### config.mk
export PLATFORM = sky130hd
export DESIGN_NAME = mux_reg_nch
export DESIGN_NICKNAME = d
export VERILOG_FILES = /design/src/rtl/muxreg_pkg.sv /design/src/rtl/rr_arbiter.sv /design/src/rtl/mux_reg_nch.sv
export SDC_FILE = /design/constraint.sdc
export NUM_CORES = 1
export LEC_CHECK = 0
export CAP_MARGIN = 0
export CORE_MARGIN = 2
export CORE_UTILIZATION = 30
export CTS_BUF_LIST = sky130_fd_sc_hd__clkbuf_8
export DETAILED_ROUTE_END_ITERATION = 12
export DONT_BUFFER_PORTS = 1
export HOLD_SLACK_MARGIN = 0.15
export SETUP_SLACK_MARGIN = 0.4
export SYNTH_ARGS = -nofsm -noshare
export SYNTH_HDL_FRONTEND = slang
export SYNTH_HIERARCHICAL = 1
export SYNTH_SLANG_ARGS = --single-unit
export TNS_END_PERCENT = 30
### constraint.sdc
create_clock -name clock -period 1.55 [get_ports clock]
set_input_delay 0.31 -clock clock [delete_from_list [all_inputs] [get_ports clock]]
set_output_delay 0.31 -clock clock [all_outputs]
set_load 0.01 [all_outputs]
### src/rtl/muxreg_pkg.sv
// Shared types and helpers for the N-channel registered multiplexer.
// Holds the output-register state enum, the select-width helper and the mode encodings.
package muxreg_pkg;

  typedef enum logic {
    EMPTY = 1'b0,
    FULL  = 1'b1
  } state_t;

  localparam logic MODE_SEL = 1'b0;
  localparam logic MODE_RR  = 1'b1;

  // Width needed to index n items, never less than one bit.
  function automatic int clog2(input int n);
    int r;
    r = 0;
    while ((1 << r) < n) r++;
    return (r < 1) ? 1 : r;
  endfunction

endpackage

### src/rtl/rr_arbiter.sv
// Round-robin channel picker: searches upward from a rotating pointer, wrapping to 0.
// Only instantiated when MUXREG_ROUND_ROBIN_EN is defined.
module rr_arbiter
  import muxreg_pkg::*;
#(
  parameter  int CHANNELS = 4,
  localparam int SEL_W    = clog2(CHANNELS)
) (
  input  logic                clock,
  input  logic                reset,
  input  logic [CHANNELS-1:0] req,
  input  logic                advance,
  output logic [SEL_W-1:0]    grant,
  output logic                grant_any
);

  logic [SEL_W-1:0] ptr;

  // Scanning offsets from highest to lowest lets the closest request to ptr win.
  always_comb begin
    int idx;
    idx       = 0;
    grant     = '0;
    grant_any = 1'b0;
    for (int i = CHANNELS - 1; i >= 0; i--) begin
      idx = int'(ptr) + i;
      if (idx >= CHANNELS) idx = idx - CHANNELS;
      if (req[idx]) begin
        grant     = SEL_W'(idx);
        grant_any = 1'b1;
      end
    end
  end

  always_ff @(posedge clock or posedge reset) begin
    if (reset) begin
      ptr <= '0;
    end else if (advance) begin
      ptr <= (grant == SEL_W'(CHANNELS - 1)) ? '0 : grant + 1'b1;
    end
  end

endmodule

### src/rtl/mux_reg_nch.sv
// N-channel, W-bit registered multiplexer with valid/ready handshake on both sides.
// Define MUXREG_ROUND_ROBIN_EN to make mode=1 select channels round-robin.
module mux_reg_nch
  import muxreg_pkg::*;
#(
  parameter  int WIDTH    = 3,
  parameter  int CHANNELS = 4,
  localparam int SEL_W    = clog2(CHANNELS)
) (
  input  logic                      clock,
  input  logic                      reset,
  input  logic [CHANNELS*WIDTH-1:0] in_data,
  input  logic [CHANNELS-1:0]       in_valid,
  output logic [CHANNELS-1:0]       in_ready,
  input  logic [SEL_W-1:0]          select,
  input  logic                      mode,
  output logic [WIDTH-1:0]          out_data,
  output logic [SEL_W-1:0]          out_chan,
  output logic                      out_valid,
  input  logic                      out_ready
);

  state_t           state;
  logic             can_load;
  logic             transfer;
  logic             sel_ok;
  logic [SEL_W-1:0] grant;
  logic             grant_ok;
  logic [WIDTH-1:0] sel_data;

  assign sel_ok   = (int'(select) < CHANNELS);
  assign can_load = (state == EMPTY) || out_ready;

`ifdef MUXREG_ROUND_ROBIN_EN
  logic [SEL_W-1:0] rr_grant;
  logic             rr_any;

  rr_arbiter #(.CHANNELS(CHANNELS)) u_rr (
    .clock     (clock),
    .reset     (reset),
    .req       (in_valid),
    .advance   (transfer && (mode == MODE_RR)),
    .grant     (rr_grant),
    .grant_any (rr_any)
  );

  assign grant    = (mode == MODE_RR) ? rr_grant : select;
  assign grant_ok = (mode == MODE_RR) ? rr_any   : sel_ok;
`else
  logic unused_mode;
  assign unused_mode = mode;
  assign grant       = select;
  assign grant_ok    = sel_ok;
`endif

  // Out-of-range selects match no channel, so they naturally grant nothing.
  always_comb begin
    in_ready = '0;
    sel_data = '0;
    for (int i = 0; i < CHANNELS; i++) begin
      if (grant_ok && (grant == SEL_W'(i))) begin
        in_ready[i] = can_load && in_valid[i];
        sel_data    = in_data[i*WIDTH +: WIDTH];
      end
    end
  end

  assign transfer  = |in_ready;
  assign out_valid = (state == FULL);

  always_ff @(posedge clock or posedge reset) begin
    if (reset) begin
      state    <= EMPTY;
      out_data <= '0;
      out_chan <= '0;
    end else if (transfer) begin
      state    <= FULL;
      out_data <= sel_data;
      out_chan <= grant;
    end else if ((state == FULL) && out_ready) begin
      state <= EMPTY;
    end
  end

endmodule

# After elaboration in Yosys (flattened, before gate mapping)
# Index checks and enable logic that the tools add are counted.
dict set report word_totals {
  regBits 6
  input_bits 22
  output_inout_bits 10
  wordCells 26
}
dict set report op_classes {
  eq_ne 3
  mux 10
  bitwise 1
  reduce_logical 9
}
# operator n
set ops {}
lappend ops {{$mux 3} 4}
lappend ops {{$mux 1} 6}
lappend ops {{$logic_and 1x1->1} 5}
lappend ops {{$eq 2x2->1 const B} 2}
lappend ops {{$reduce_or 4->1} 1}
lappend ops {{$eq 2x1->1 const B} 1}
lappend ops {{$logic_not 2->1} 1}
lappend ops {{$reduce_bool 2->1} 1}
lappend ops {{$logic_or 1x1->1} 1}
lappend ops {{$not 1->1} 1}

# Depth between registers and ports, before layout
dict set report depth {
  ltp_word 6
  mapped_depth 5
  ltp_nobuf 4
}

# Worst setup path after synthesis
# OpenSTA, ideal clock, no wires.
dict set report synth_path {
  kind {register to register}
  startpoint {register state (netlist: out_valid)}
  endpoint {register out_chan[0]}
  setup_ns 0.125
  arrival_ns 1.287
  required_time_ns 1.425
  path_slack_ns 0.138
  stages_incl_launch_ff 5
  path_buffers 0
  synth_period_minus_slack_ns 1.412
  path_cell_list {dfrtp_1 nor2b_1 a211oi_4 a31oi_4 mux2_4}
}
dict set report synth_via {
  elab_chain_len 5
  word_cells_on_any_way 11
  cone_classes {4 x mux; 1 x bitwise; 6 x reduce/logical}
}
# element line_no
set synth_rtl {}
lappend synth_rtl {{from (decl)} mux_reg_nch.sv:23} ;# state_t state;
lappend synth_rtl {{from (signal assigned)} mux_reg_nch.sv:73} ;# state <= EMPTY;
lappend synth_rtl {{from (signal assigned)} mux_reg_nch.sv:77} ;# state <= FULL;
lappend synth_rtl {{from (signal assigned)} mux_reg_nch.sv:81} ;# state <= EMPTY;
lappend synth_rtl {{$not 1->1 *} mux_reg_nch.sv:32} ;# assign can_load = (state == EMPTY) || out_ready;
lappend synth_rtl {{$logic_or 1x1->1 *} mux_reg_nch.sv:32}
lappend synth_rtl {{$logic_and 1x1->1} mux_reg_nch.sv:62} ;# in_ready[i] = can_load && in_valid[i];
lappend synth_rtl {{$mux 1} mux_reg_nch.sv:61} ;# if (grant_ok && (grant == SEL_W'(i))) begin
lappend synth_rtl {{$reduce_or 4->1 *} mux_reg_nch.sv:68} ;# assign transfer = |in_ready;
lappend synth_rtl {{to (signal assigned)} mux_reg_nch.sv:79} ;# out_chan <= grant;
lappend synth_rtl {{to (decl)} mux_reg_nch.sv:18} ;# output logic [SEL_W-1:0] out_chan,
# Mark *: on every way between the ends. The rest lies on a longest branch, timed or not.
# A chain may end at the register's enable or synchronous reset.

# Worst setup path after layout
dict set report layout_path {
  startpoint {register state (netlist: out_valid)}
  endpoint {output in_ready[2]}
}
dict set report layout_via {
  elab_chain_len 4
}
# element line_no
set layout_rtl {}
lappend layout_rtl {{$not 1->1} mux_reg_nch.sv:32}
lappend layout_rtl {{$logic_or 1x1->1} mux_reg_nch.sv:32}
lappend layout_rtl {{$logic_and 1x1->1} mux_reg_nch.sv:62}
lappend layout_rtl {{$mux 1} mux_reg_nch.sv:61}
lappend layout_rtl {{to (decl)} mux_reg_nch.sv:14} ;# output logic [CHANNELS-1:0] in_ready,
# Every way passes these cells.

==> results.md <==
- Setup TNS: 0 ps
- Max-cap violation count: 0
- Top delay family on crit path: simple AND/OR/NAND/NOR gates
- CP arrival: roughly 1100 ps
- Worst min path class: in -> reg
- GRT overflow: 0
- Max-slew headroom: 0.8245
- CTS Buf Count: 3
- Crit path kind: reg -> out
- CTS max path bufs: 2
- GRT Overall Usage: 0.1195
- Avg Vias per Cell: between 5 and 6
- Clock Tree Root: clkbuf_8
- Slowest cell on the critical path: dfrtp_1
- EDFF count, synth: 0
- P&R area growth vs syn: 24.64%
- RSZ-0062 raised after global routing: true
- Crit start category: register
- Routed length per instance: roughly 18 µm
- Post-layout min period: approximately 1400 ps
- Crit. End Element: output port
- DRC violations left: 0
- Die X: approximately 42 µm
- Vias in the first global route: about 320
- Synth warnings: 6
- Max incr delay on CP: 420 ps
- Reg clk slew, reported paths: around 30 ps
- Starting Density: 0.3276
- Most frequent cells in the layout: dfrtp_1, mux2_4, mux4_2, inv_1, clkbuf_8
- Post-placement cell count: 47
- Detailed Routing Iterations Pass 1: 4
- Post-Syn Area: 431.7 µm²
- Post-synth cell types: 18
- Vias: just under 300
- Clock skew: roughly 0.31 ps
- IO Count: 32
- Core area: approximately 0.0013 mm²
- Worst Path Required: 1240 ps
- Register area share after synthesis: 0.3478
- CTS tree: built
- Static Leak: roughly 0.00023 µW
- FMAX: between 0.6 and 0.7 GHz
- Avg Inst Size Synth: 12.70 µm²
- Post-Syn Instances: 34
- Post-DRT Antenna Nets: 0
- Die height: approximately 42 µm
- Rows: 13
- Pin count of the biggest net entering global routing: 10
- H-tree depth: 1
- Worst skew pair latency: ~220 ps
- Worst-Margin Slew: 263.3 ps
- Setup-failing EPs final: 0
- Largest fanout on the critical path: 3
- Slew Limit Fails: 0
- Routed WL: 913 µm
- Cell Chain, Critical Path: or2b_4 > nand2_4 > nor3_4
- Final cell count without fillers: 52
- Hold Vio Cnt, Final: 0
- Die area: around 0.0018 mm²
- Fin nets: between 60 and 70
- Ratio of cells with drive above 1 in the final layout: 0.6216
- Yosys reg bits: 6
- Filler cell count: 120
- Commonest non-fill, non-tap cell in the layout: dfrtp_1
- Syn Nets: 56
- WP buf/inv: 0
- Status: finished clean
- Async SR Flop Fraction: 1.000
- PortBufs: 0
- Detailed Place HPWL: 745.1 µm
- Period utilisation layout: 0.9226
- Power per cell area: around 1200 mW/mm²
- Ys flop type: dfrtp_1
- Gp weighted congestion: between 0.6 and 0.7
- Initial antenna violation count: 0
- First-pass GRT wire length: about 1500 µm
- Inserted Diodes: 0
- Maximum VDD drop: a little over 0.4 mV
- DR iter-0 viols: 1
- CTS sink cnt: 6
[cells in the mapped netlist, types with 3 or more instances]
library cell  number  area (µm²)
nor3_1             3       15.01
mux4_2             3       67.56
inv_1              3       11.26
mux2_4             4       60.06
nand2_1            3       11.26
dfrtp_1            6       150.1
[path summary, 6_finish.rpt]
path                             start           to  slack (ps)  cells after the start
setup / recovery             out_valid  in_ready[2]         120                      3
hold / removal               select[0]  out_chan[0]         230                      1
setup reg to reg             out_valid  out_data[1]         130                      3
hold reg to reg            out_data[0]  out_data[0]         590                      1
max in group asynchronous        reset    out_valid         930                      2
min in group asynchronous        reset  out_data[1]         440                      2
[cells by family after synthesis]
| kind of cell | share of synthesized area |
|---|---|
| compound gates | 0.1275 |
| simple gates | 0.1594 |
| mux | 0.2956 |
| buf+inv | 0.06957 |
| flops | 0.3478 |
[final cells by class]
type | instances | area (µm²) | area share
Sequential cell | 6 | 150.1 | 0.2791
Tap cell | 15 | 18.77 | 0.03488
Inverter | 3 | 11.26 | 0.02093
Multi-Input combinational cell | 23 | 299.0 | 0.5558
Clock buffer | 3 | 41.29 | 0.07674
Timing Repair Buffer | 2 | 17.52 | 0.03256
[metal layers]
metal	part of all wire	vias up	track usage
met1	0.30	139	0.1027
li1	-	127	-
met2	0.49	22	0.1688
met3	0.17	3	0.08261
met4	0.034	0	0.1355
met5	0	-	0
[power by group]
| part | internal, µW | switching (µW) |
|---|---|---|
| logic | 87.2 | 51.8 |
| clock network | 167 | 66.9 |
| registers | 195 | 50.8 |
[what timing repair did]
action,in CTS,in global routing
gates resized for setup,8,2
setup endpoints to repair,9,10
buffers inserted,1,0
hold endpoints to repair,6,0
pin swaps,2,0
hold buffers,1,0
[metrics by stage]
stage / utilization / setup slack, ps / total power [µW] / area, µm² / hold slack (ps)
after floorplan: - / 200.5 / 354.1 / 434.2 / 101.0
after detailed placement: 0.3295 / 122.0 / 365.7 / 434.2 / 118.7
after global routing: 0.4084 / 69.70 / 652.2 / 538.0 / 232.5
after CTS: 0.3998 / 89.09 / 618.5 / 526.8 / 230.8
final: 0.4084 / 120.0 / 619.0 / 538.0 / 234.2
after global placement: 0.3295 / 143.4 / 359.0 / 434.2 / 113.6
[sequential cells by signal, summed over array words and instances, names as in the netlist]
name,count
out_valid,1
out_data,3
out_chan,2
Note: power is estimated with default switching activity, not from simulation.
==> patch 1, RTL diff (config.mk and constraints unchanged) <==
Add a define of `MUXREG_ROUND_ROBIN_EN`.
--- a/src/rtl/mux_reg_nch.sv
+++ b/src/rtl/mux_reg_nch.sv
@@ -1,4 +1,6 @@
 // N-channel, W-bit registered multiplexer with valid/ready handshake on both sides.
 // Define MUXREG_ROUND_ROBIN_EN to make mode=1 select channels round-robin.
+`define MUXREG_ROUND_ROBIN_EN
+
 module mux_reg_nch
   import muxreg_pkg::*;
Formal check against the unedited RTL: not equivalent (Yosys sat finds a counterexample within 4 cycles, from zero or initial values and one cycle with reset high).
==> patch 1 against the original RTL <==
The flow now finishes with violations (setup timing); sequential cell count is 2 higher; setup slack got worse by 0.77 ns; area after synthesis grew 61%; clock power is 4% higher; clock skew about the same; hold slack better by 0.10 ns; design area increased by 73%; routed wire length rose by 110%; non-clock buffer count rose by 19; power up 120%; critical path type unchanged; highest routed layer unchanged.
==> patch 1: results (changes against the original RTL) <==
clock group power: 243 uW (was 234 uW)
reg2reg setup slack: -0.58 ns (was 0.13 ns)
DP Area: 827 um^2 (was 434 um^2)
Max-slew headroom: 77.0% (was 82.4%)
post-placement cell count: 114 (was 47)
CP startpoint: u_rr/ptr[0]$_DFFE_PP0P_ (was out_valid$_DFFE_PP0P_)
Comb power: 713 uW (was 139 uW)
CP max stage delay: 0.40 ns (was 0.42 ns)
CP arrival: 1.89 ns (was 1.12 ns)
Nets: 120 (was 61)
n_diodes: 0 (unchanged)
largest net degree at the start of global routing: 11 (was 10)
worst reg2reg endpoint: u_rr/ptr[0]$_DFFE_PP0P_ (was out_data[1]$_DFFE_PP0P_)
most frequent cells after synthesis: o21ai_0 (13), inv_1 (9), dfrtp_1 (8), a21oi_1 (5), mux2_4 (4) (was dfrtp_1 (6), mux2_4 (4))
final setup fails: 12 (was 0)
Mapped Nets: 95 (was 56)
PortBufs: 0 (unchanged)
failing checks: setup timing
Setup crit end: in_ready[1] (was in_ready[2])
H-tree levels: 1 (unchanged)
# hold bufs at CTS: 1 (unchanged)
Global Route Usage Sum: 15.4% (was 11.9%)
synth top area cells: dfrtp_1 (29%), o21ai_0 (9.4%), mux2_4 (8.6%), o211ai_2 (5.4%), inv_1 (4.9%) (was dfrtp_1 (35%), mux4_2 (16%), mux2_4 (14%), a31oi_4 (4.9%), a211oi_4 (4.6%))
initial antenna violation count: 0 (unchanged)
status: finished with violations (was complete, no violations)
Unique masters post-synth: 27 (was 18)
WL/cell: 15.3 um (was 17.6 um)
combinational share of power: 51.6% (was 22.5%)
synthesized instance count: 73 (was 34)
number of global-route vias before repair: 684 (was 321)
ratio of cells with drive above 1 in the final layout: 47.9% (was 62.2%)
Via density: 5.53 (was 5.60)
Fill cells: 222 (was 120)
cts bufs inserted: 3 (unchanged)
Critical Path Fanout Max: 5 (was 3)
Setup TNS: -6.55 ns (was 0 ns)
final worst slack: -0.646 ns (was 0.120 ns)
# Post-CTS Setup Buffers: 4 (was 1)
Largest regs: out_data x3, out_chan x2, u_rr/ptr x2
worst min-delay path class: in -> reg (unchanged)
Net Switching: 486 uW (was 170 uW)
Leak Pwr: 0.431 nW (was 0.229 nW)
CP top delay family: simple AND/OR/NAND/NOR gates (unchanged)
CP max stage cell: dfrtp_1 (unchanged)
VDD IR max: 0.000865 V (was 0.000403 V)
gp weighted congestion: 0.768 (was 0.683)
R2R depth: 10 (was 3)
drt pass-1 iters: 4 (unchanged)
Hold Path Origin: mode (was select[0])
Clock Skew: 0.000264 ns (was 0.000314 ns)
first-pass GRT wire length: 3080 um (was 1480 um)
Iter 0 DRT Violations: 22 (was 1)
Seq/Total Area, Yosys: 28.8% (was 34.8%)
Fin. Hold Viols: 0 (unchanged)
CTS root buf: clkbuf_8 (unchanged)
worst hold stages: 2 (was 1)
final wirelength: 1890 um (was 913 um)
post-CTS sizing: 2 (was 8)
## patch 1: cell count changes in the layout (fill, tap and decap cells not counted), sizes merged, moves of 3 or more
| cell | delta |
|---|---|
| a21oi | +6 |
| buf | +19 |
| inv | +8 |
| mux4 | -3 |
| nand2 | -4 |
| nand4 | +4 |
| o211ai | +4 |
| o21ai | +11 |
## patch 1: through the flow
step	hold WS, ns	setup slack [ns]
after floorplan	0.0512	-0.461
after global routing	0.339	-0.703
after CTS	0.316	-0.649
after detailed placement	0.0556	-0.604
after global placement	0.0560	-0.552
final	0.336	-0.646
## patch 1: layout make-up
class	instances	area, um^2	share of cell area (%)
timing repair buffer	21	160	17.2
inverter	11	41.3	4.42
multi-input combinational	53	455	48.8
clock buffer	3	41.3	4.42
sequential	8	200	21.4
tap	28	35.0	3.75
## patch 1: how the worst min path moves through the flow
stage | slack [ns] | endpoint
final | 0.34 | u_rr/ptr[1]$_DFFE_PP0P_
after floorplan | 0.05 | u_rr/ptr[0]$_DFFE_PP0P_
after detailed placement | 0.06 | u_rr/ptr[0]$_DFFE_PP0P_
after global routing | 0.34 | u_rr/ptr[1]$_DFFE_PP0P_
after CTS | 0.32 | u_rr/ptr[1]$_DFFE_PP0P_
after global placement | 0.06 | u_rr/ptr[1]$_DFFE_PP0P_
## patch 1: routing by layer
layer	GRT usage, %	share of wire (%)	vias to the layer above
met5	0	0	-
met4	3.85	0.74	0
met1	19.4	41	332
met3	6.32	6.3	2
li1	-	-	322
met2	24.5	52	30
## patch 1: logic make-up after synthesis
group	share of synthesized area, %
muxes	10.3
AOI/OAI and AO/OA	26.4
and+or+nand+nor	25.7
DFF	28.8
xor gates and xnor gates	1.26
buffers and inverters	7.55
==> patch 2, RTL diff (same flow settings) <==
Made on the original files. Reset style: synchronous (`reset`), changed in one clocked block.
--- a/src/rtl/mux_reg_nch.sv
+++ b/src/rtl/mux_reg_nch.sv
@@ -69,5 +69,5 @@
   assign out_valid = (state == FULL);
 
-  always_ff @(posedge clock or posedge reset) begin
+  always_ff @(posedge clock) begin
     if (reset) begin
       state    <= EMPTY;
Function: differs if reset is asserted again (counterexample within 4 cycles, from zero or initial values and one cycle with reset high); with reset held inactive, the same outputs for 10 cycles.
==> patch 2 against the original RTL <==
Sequential cell count unchanged; power decreased by 16%; design area increased by 1.2%; synthesized cell count increased by 21%; sequential share of layout area decreased by 5.1 points; setup slack improved by 0.18 ns; routed wire length increased by 0.66%; area after synthesis decreased by 2.0%; critical path type is now reg -> reg; critical endpoint is now out_data[0]$_SDFFE_PP0P_; largest power group is now the clock network; highest routed layer unchanged.
==> patch 2: results (changes against the original RTL) <==
Adder-Cell Fraction of Synth Area: 0% (unchanged)
CP max stage delay: 0.36 ns (was 0.42 ns)
max FFs per register: 3 (unchanged)
Max clock buf depth: 2 (unchanged)
VDD IR max: 0.000372 V (was 0.000403 V)
P per Cell Area: 954 nW/um^2 (was 1150 nW/um^2)
clock group power: 238 uW (was 234 uW)
status: complete, no violations (unchanged)
Max-slew headroom: 80.3% (was 82.4%)
R2R depth: 5 (was 3)
Vias: 337 (was 291)
hold slack: 0.163 ns (was 0.234 ns)
Unique masters post-synth: 20 (was 18)
CP max stage cell: dfxtp_4 (was dfrtp_1)
dominant synthesized flop cell: dfxtp_1 (was dfrtp_1)
xor and xnor area share after synthesis: 0% (unchanged)
worst min-delay path class: in -> reg (unchanged)
Iter 0 DRT Violations: 1 (unchanged)
Largest Register: out_data (unchanged)
Nets: 70 (was 61)
Leak Pwr: 0.190 nW (was 0.229 nW)
Seq/Total Area, Yosys: 28.4% (was 34.8%)
H-tree levels: 1 (unchanged)
Clock Skew: 0.00235 ns (was 0.000314 ns)
gp weighted congestion: 0.789 (was 0.683)
n_diodes: 0 (unchanged)
drt pass-1 iters: 2 (was 4)
Critical Path Fanout Max: 5 (was 3)
ratio of cells with drive above 1 in the final layout: 50.0% (was 62.2%)
Worst-path clk slew: 0.04 ns
largest net degree at the start of global routing: 11 (was 10)
syn avg cell area: 10.3 um^2 (was 12.7 um^2)
post-placement cell count: 54 (was 47)
synth top area cells: dfxtp_1 (28%), mux4_1 (19%), buf_6 (5.3%), a211oi_4 (4.7%), a21oi_1 (4.7%) (was dfrtp_1 (35%), mux4_2 (16%), mux2_4 (14%), a31oi_4 (4.9%), a211oi_4 (4.6%))
reg2reg setup slack: 0.30 ns (was 0.13 ns)
clock insertion delay at the later pin of the skew report: 0.22 ns (about the same)
worst hold stages: 1 (unchanged)
post-synthesis compound-gate area fraction: 17.8% (was 12.8%)
Global Route Usage Sum: 12.8% (was 11.9%)
Reg power frac: 35.6% (was 39.8%)
first-pass GRT wire length: 1640 um (was 1480 um)
number of global-route vias before repair: 399 (was 321)
most frequent cells after synthesis: dfxtp_1 (6), a21oi_1 (4), nand3_1 (4), o21ai_1 (4) (was dfrtp_1 (6), mux2_4 (4))
CTS root buf: clkbuf_8 (unchanged)
initial antenna violation count: 0 (unchanged)
proportion of synthesized area in mux cells: 22.2% (was 29.6%)
PortBufs: 0 (unchanged)
CP top delay family: compound AO/OA/AOI/OAI gates (was simple AND/OR/NAND/NOR gates)
Net Switching: 128 uW (was 170 uW)
cts bufs inserted: 3 (unchanged)
Async SR Flop Fraction: 0% (was 100%)
WL/cell: 15.1 um (was 17.6 um)
CP arrival: 1.40 ns (was 1.12 ns)
Mapped Nets: 63 (was 56)
Via density: 5.52 (was 5.60)
-- patch 2: cell types whose count changed in the layout (fill, tap and decap cells not counted), moves of 3 or more --
cell	before	now
mux2_4	4	1
dfxtp_1	0	5
nand3_1	1	4
o21ai_1	0	3
inv_1	3	0
dfrtp_1	6	0
a21oi_1	0	4
-- patch 2: path summary, 6_finish.rpt --
kind / startpoint / endpoint
max reg2reg: out_valid$_SDFFE_PP0P_ / out_data[0]$_SDFFE_PP0P_
max: out_valid$_SDFFE_PP0P_ / out_data[0]$_SDFFE_PP0P_
min: reset / out_chan[1]$_SDFFE_PP0P_
min reg2reg: out_data[0]$_SDFFE_PP0P_ / out_data[0]$_SDFFE_PP0P_
-- patch 2: layer usage --
metal | track usage, % | routed length [um]
met1 | 12.2 | 354
met2 | 20.6 | 445
met3 | 6.52 | 100
met4 | 9.68 | 19
met5 | 0 | 0
-- patch 2: cell families after synthesis --
logic type,after synthesis
AND/OR/NAND/NOR,18
AO/OA/AOI/OAI,11
flip-flops,6
multiplexers,4
buffers and inverters,2
-- patch 2: area by class of cell --
type	instances	area (um^2)
Clock buffer	3	41.3
Fill cell	135	757
Multi-Input combinational cell	33	324
Sequential cell	6	124
Tap cell	15	18.8
Timing Repair Buffer	4	36.3
-- patch 2: per-stage QoR --
step	setup slack [ns]	cell area, um^2
6_report	0.301	544
5_1_grt	0.235	544
4_1_cts	0.293	537
3_5_place_dp	0.265	408
3_3_place_gp	0.281	408
2_1_floorplan	0.346	415
-- patch 2: what timing repair did --
item	in CTS	in global routing
buffers inserted	3	0
hold buffers	1	0
endpoints found under the setup margin	9	9
gates resized for setup	12	2
pin swaps	2	7
endpoints found under the hold margin	5	0
